### src/rtl/branch_resolve_unit.sv
// Multi-cycle RISC-V branch resolver: compares operands CHUNK bits per cycle from the MSB down.
// Optional macro BRANCH_RESOLVE_EARLY_OUT_EN: finish as soon as the first differing chunk is seen.
module branch_resolve_unit #(
    parameter int XLEN  = 32,
    parameter int CHUNK = 8
) (
    input  logic            clk,
    input  logic            rst,
    input  logic            in_valid,
    output logic            in_ready,
    input  logic [XLEN-1:0] a,
    input  logic [XLEN-1:0] b,
    input  logic [2:0]      funct3,
    input  logic            pred_taken,
    output logic            out_valid,
    input  logic            out_ready,
    output logic            taken,
    output logic            mispredict
);

    localparam int NCHUNK = XLEN / CHUNK;
    localparam int CW     = (NCHUNK > 1) ? $clog2(NCHUNK) : 1;
    localparam logic [CW-1:0] LAST_CNT = CW'(NCHUNK - 1);

    typedef enum logic [1:0] {
        ST_IDLE = 2'd0,
        ST_BUSY = 2'd1,
        ST_DONE = 2'd2
    } state_t;

    state_t          r_state;
    state_t          w_state_next;
    logic [XLEN-1:0] r_a;
    logic [XLEN-1:0] r_b;
    logic [2:0]      r_funct3;
    logic            r_pred;
    logic [CW-1:0]   r_count;
    logic            r_diff_found;
    logic            r_lt_flag;
    logic            r_out_valid;
    logic            r_taken;
    logic            r_mispredict;

    logic [CHUNK-1:0] w_mask;
    logic [CHUNK-1:0] w_a_cmp;
    logic [CHUNK-1:0] w_b_cmp;
    logic             w_flip;
    logic             w_chunk_diff;
    logic             w_chunk_lt;
    logic             w_diff_next;
    logic             w_lt_next;
    logic             w_taken_next;
    logic             w_done_now;

    // Operands shift left each cycle, so the chunk under test is always the top one;
    // the sign bit lives in that chunk only on the first BUSY cycle.
    assign w_flip       = (r_count == {CW{1'b0}}) && !r_funct3[1];
    assign w_mask       = CHUNK'(w_flip) << (CHUNK - 1);
    assign w_a_cmp      = r_a[XLEN-1 -: CHUNK] ^ w_mask;
    assign w_b_cmp      = r_b[XLEN-1 -: CHUNK] ^ w_mask;
    assign w_chunk_diff = (w_a_cmp != w_b_cmp);
    assign w_chunk_lt   = (w_a_cmp < w_b_cmp);
    assign w_diff_next  = r_diff_found | w_chunk_diff;
    assign w_lt_next    = r_diff_found ? r_lt_flag : w_chunk_lt;
    assign w_taken_next = r_funct3[0] ^ (r_funct3[2] ? w_lt_next : !w_diff_next);

`ifdef BRANCH_RESOLVE_EARLY_OUT_EN
    assign w_done_now = (r_count == LAST_CNT) || w_chunk_diff;
`else
    assign w_done_now = (r_count == LAST_CNT);
`endif

    assign in_ready   = !rst && (r_state == ST_IDLE);
    assign out_valid  = r_out_valid;
    assign taken      = r_taken;
    assign mispredict = r_mispredict;

    // State register
    always_ff @(posedge clk or posedge rst) begin
        if (rst) begin
            r_state <= ST_IDLE;
        end else begin
            r_state <= w_state_next;
        end
    end

    // Next-state logic
    always_comb begin
        w_state_next = r_state;
        case (r_state)
            ST_IDLE: begin
                if (in_valid) w_state_next = ST_BUSY;
                else          w_state_next = ST_IDLE;
            end
            ST_BUSY: begin
                if (w_done_now) w_state_next = ST_DONE;
                else            w_state_next = ST_BUSY;
            end
            ST_DONE: begin
                if (out_ready) w_state_next = ST_IDLE;
                else           w_state_next = ST_DONE;
            end
            default: w_state_next = ST_IDLE;
        endcase
    end

    // Request latch, chunk comparison progress and registered result
    always_ff @(posedge clk or posedge rst) begin
        if (rst) begin
            r_a          <= {XLEN{1'b0}};
            r_b          <= {XLEN{1'b0}};
            r_funct3     <= 3'b000;
            r_pred       <= 1'b0;
            r_count      <= {CW{1'b0}};
            r_diff_found <= 1'b0;
            r_lt_flag    <= 1'b0;
            r_out_valid  <= 1'b0;
            r_taken      <= 1'b0;
            r_mispredict <= 1'b0;
        end else begin
            case (r_state)
                ST_IDLE: begin
                    if (in_valid) begin
                        r_a          <= a;
                        r_b          <= b;
                        r_funct3     <= funct3;
                        r_pred       <= pred_taken;
                        r_count      <= {CW{1'b0}};
                        r_diff_found <= 1'b0;
                        r_lt_flag    <= 1'b0;
                    end
                end
                ST_BUSY: begin
                    r_a          <= r_a << CHUNK;
                    r_b          <= r_b << CHUNK;
                    r_diff_found <= w_diff_next;
                    r_lt_flag    <= w_lt_next;
                    if (w_done_now) begin
                        r_taken      <= w_taken_next;
                        r_mispredict <= w_taken_next ^ r_pred;
                        r_out_valid  <= 1'b1;
                    end else begin
                        r_count <= r_count + {{(CW-1){1'b0}}, 1'b1};
                    end
                end
                ST_DONE: begin
                    if (out_ready) r_out_valid <= 1'b0;
                end
                default: r_out_valid <= 1'b0;
            endcase
        end
    end

endmodule
### config.mk
export PLATFORM = sky130hd
export DESIGN_NAME = branch_resolve_unit
export DESIGN_NICKNAME = d
export VERILOG_FILES = /design/src/rtl/branch_resolve_unit.sv
export SDC_FILE = /design/constraint.sdc
export NUM_CORES = 1
export LEC_CHECK = 0
export CAP_MARGIN = 20
export CELL_PAD_IN_SITES_DETAIL_PLACEMENT = 0
export CELL_PAD_IN_SITES_GLOBAL_PLACEMENT = 2
export CORE_MARGIN = 1
export CORE_UTILIZATION = 30
export CTS_CLUSTER_DIAMETER = 50
export DETAILED_ROUTE_END_ITERATION = 10
export PLACE_DENSITY_LB_ADDON = 0.12
export SYNTH_ARGS = -nofsm -noshare
export SYNTH_HDL_FRONTEND = slang
export SYNTH_SLANG_ARGS = --single-unit
### constraint.sdc
create_clock -name clk -period 3.2 [get_ports clk]
set_input_delay 0.8 -clock clk [delete_from_list [all_inputs] [get_ports clk]]
set_output_delay 0.8 -clock clk [all_outputs]
set_load 0.1 [all_outputs]
==> impl_metrics.csv <==
group,metric,value,unit
outcome,outcome,"complete, but fails checks",
outcome,violations,"DRC",
synthesis,synth_most_common_cell,"nand2_1",
synthesis,synth_edf_count,0,
final_layout,antenna_cells,0,
clock_network,path_clk_slew,0.06,ns
sta,max-slew-margin-rel,0.513,
synthesis,synth-seq-cells,77,
synthesis,synth_top_family_by_area,"simple AND/OR/NAND/NOR gates",
sta,finalSetupTns,0,ns
clock_network,clock_sinks,77,
global_routing,grt_usage,0.156,
clock_network,cts_buffers,9,
worst_setup_path,end_kind,"output pin",
detailed_routing,dr_wl_met2,4.02,mm
sta,fin_ws,0.741,ns
sta,fmax,407,MHz
clock_network,postCtsSetupBuffers,0,
detailed_routing,routedWlPerCell,14.3,um
synthesis,yosys.area.top_type,"dfrtp_1",
hold_path,hp-class,"register to register",
synthesis,synth.top_cells.by_area,"dfrtp_1, nand2_1, a31oi_1, nor2_1, ha_1",
detailed_routing,drc,2,
global_routing,grt_pass1_vias,3013,
placement,io_buffers,75,
floorplanning,start_util,0.312,
global_routing,grt_pass1_wl,15.5,mm
sta,hold_slack,0.480,ns
synthesis,synth.top_cell.area_share,0.531,
sta,skew,0.00477,ns
synthesis,synthMuxAreaShare,0.00586,
sta,setup_viol,0,
final_layout,syn_to_final_growth,34.0,%
detailed_routing,drt-total-wl,9.18,mm
global_routing,antenna_found_initial,0,
placement,detailedPlace.worstSlack,0.737,ns
synthesis,synthXorXnorAreaFrac,0.00241,
run,drv_cap,0,
global_routing,overflow,0,
synthesis,yosys.area_share.simple,0.238,
clock_network,tritoncts,"done",
floorplanning,dieArea,12500,um^2
placement,dp.cells,625,
clock_network,ctsHoldBuffers,0,
sta,tightest_slew,0.730,ns
sta,timing.final.crit_period,2.46,ns
worst_setup_path,criticalPathCategory,"input pin to output pin",
sta,finalHoldViolCount,0,
detailed_routing,vias,3072,
floorplanning,io_pins,76,
clock_network,clkLatencyLatePin,0.33,ns
synthesis,ys_types,32,
worst_setup_path,worstSetupStartpointType,"input pin",
worst_setup_path,crit_required,2.40,ns
floorplanning,core,11600,um^2
floorplanning,die_h,112,um
detailed_routing,wl_met3,398,um
worst_setup_path,crit_arrival,1.66,ns
floorplanning,fp-row-count,39,
synthesis,synth_adder_area_share,0.0310,
synthesis,synth_area,3630,um^2
floorplanning,fp.dieW,112,um
synthesis,seq_area_frac_synth,0.531,
placement,hpwlAfterDp,6.16,mm
global_routing,grt_max_degree,68,
sta,rsz0062_at_grt,"no",
synthesis,synthFlopType,"dfrtp_1",
synthesis,synth.avg_cell_area,8.46,um^2
clock_network,cts.repair.resized,0,
final_layout,nNetsFinal,574,
sta,slew_violations,0,
worst_setup_path,r2r_setup_slack,1.09,ns
synthesis,synth_commonest_cells,"nand2_1, dfrtp_1, nor2_1, a31oi_1, o21ai_1",
synthesis,synthCells,429,
clock_network,root_buffer,"clkbuf_16",
placement,place.gp.congestion,0.711,
final_layout,final_cells,641,
placement,post_dp_cell_area,4570,um^2
sta,post-route-period-util,0.768,
final_layout,stdcell_area,4860,um^2
synthesis,synthArstFlopShare,1.00,
power,p_leak,2.13,nW
clock_network,cts_max_level,3,
worst_setup_path,cp_max_fo,2,
detailed_routing,highest_layer,"met4",
synthesis,syn_nets,510,
detailed_routing,drt_first_pass_iters,7,
detailed_routing,drt_iter0_drc,203,
synthesis,yosys_warnings,0,
synthesis,synth_compound_area_frac,0.151,
power,power_density,1010,nW/um^2
final_layout,drive_gt1_frac,0.0763,
clock_network,clock_path_buffers,2,
detailed_routing,via_per_inst,4.79,
detailed_routing,drtAntennaViolNets,0,
detailed_routing,met1Wirelength,4.68,mm
power,ir_worst_vdd,0.356,mV
layout by cell type (no fill, tap or decap), types with 3 or more instances in the layout:
cell / netlist / routed
buf_4: 0 / 5
nand4_1: 3 / 3
clkbuf_8: 0 / 3
buf_12: 0 / 4
a31oi_1: 49 / 49
nand2_1: 145 / 144
clkdlybuf4s50_1: 0 / 71
inv_1: 11 / 10
o21ai_1: 22 / 22
clkinv_2: 0 / 3
clkbuf_16: 0 / 9
dfrtp_1: 77 / 77
nor2_1: 54 / 54
ha_1: 9 / 9
nand3_1: 4 / 4
worst max-delay path, cell delays in order:
cell	delay (ns)
clkdlybuf4s50_1	0.45
nor3_2	0.20
buf_12	0.21
cell families (layout without fill, tap and decap cells):
| family | after synthesis | in the layout |
|---|---|---|
| AOI/OAI and AO/OA | 84 | 84 |
| xor gates and xnor gates | 1 | 1 |
| adders and majority gates | 9 | 9 |
| buffers and inverters | 39 | 108 |
| DFF | 77 | 77 |
| muxes | 2 | 2 |
| and+or+nand+nor | 217 | 217 |
where the power goes:
part,internal [mW],total (mW),switching (mW),leakage (nW)
Sequential,1.46,1.76,0.300,0.929
Clock,0.588,0.983,0.394,0.146
Combinational,0.848,2.19,1.34,1.06
Total,2.90,4.93,2.03,2.13
registers in the layout, indices dropped and copies added, names as in the netlist:
signal	flops
out_valid	1
r_funct3	3
r_pred	1
r_b	32
r_diff_found	1
r_a	32
taken	1
mispredict	1
r_lt_flag	1
r_count	2
r_state	2
area by class of cell:
type,count,area [um^2]
Fill cell,1224,6750
Sequential cell,77,1930
Multi-Input combinational cell,313,1570
Timing Repair Buffer,81,856
Clock buffer,13,270
Tap cell,143,179
Inverter,11,42.5
Clock inverter,3,18.8
metal layers:
layer  global-route usage  vias up
met5                    0        -
met4               0.0427        0
met3               0.0386        8
met2                0.233       68
met1                0.226     1441
li1                     -     1555
worst paths after layout:
| kind | from | endpoint | cells past startpoint |
|---|---|---|---|
| setup / recovery | rst | in_ready | 3 |
| hold reg to reg | r_funct3[1]$_DFFE_PP0P_ | r_funct3[1]$_DFFE_PP0P_ | 2 |
| max in group asynchronous | rst | r_a[19]$_DFFE_PP0P_ | 3 |
| hold / removal | r_funct3[1]$_DFFE_PP0P_ | r_funct3[1]$_DFFE_PP0P_ | 2 |
| setup reg to reg | r_a[30]$_DFFE_PP0P_ | mispredict$_DFFE_PP0P_ | 7 |
| min in group asynchronous | rst | r_b[6]$_DFFE_PP0P_ | 2 |
stage by stage:
stage               power [mW]  utilization
floorplan                 3.35            -
global placement          3.94        0.391
detailed placement        4.00        0.394
CTS                       5.01        0.419
global route              5.37        0.419
finish                    4.93        0.419
Power figures use the tool's default switching activity.
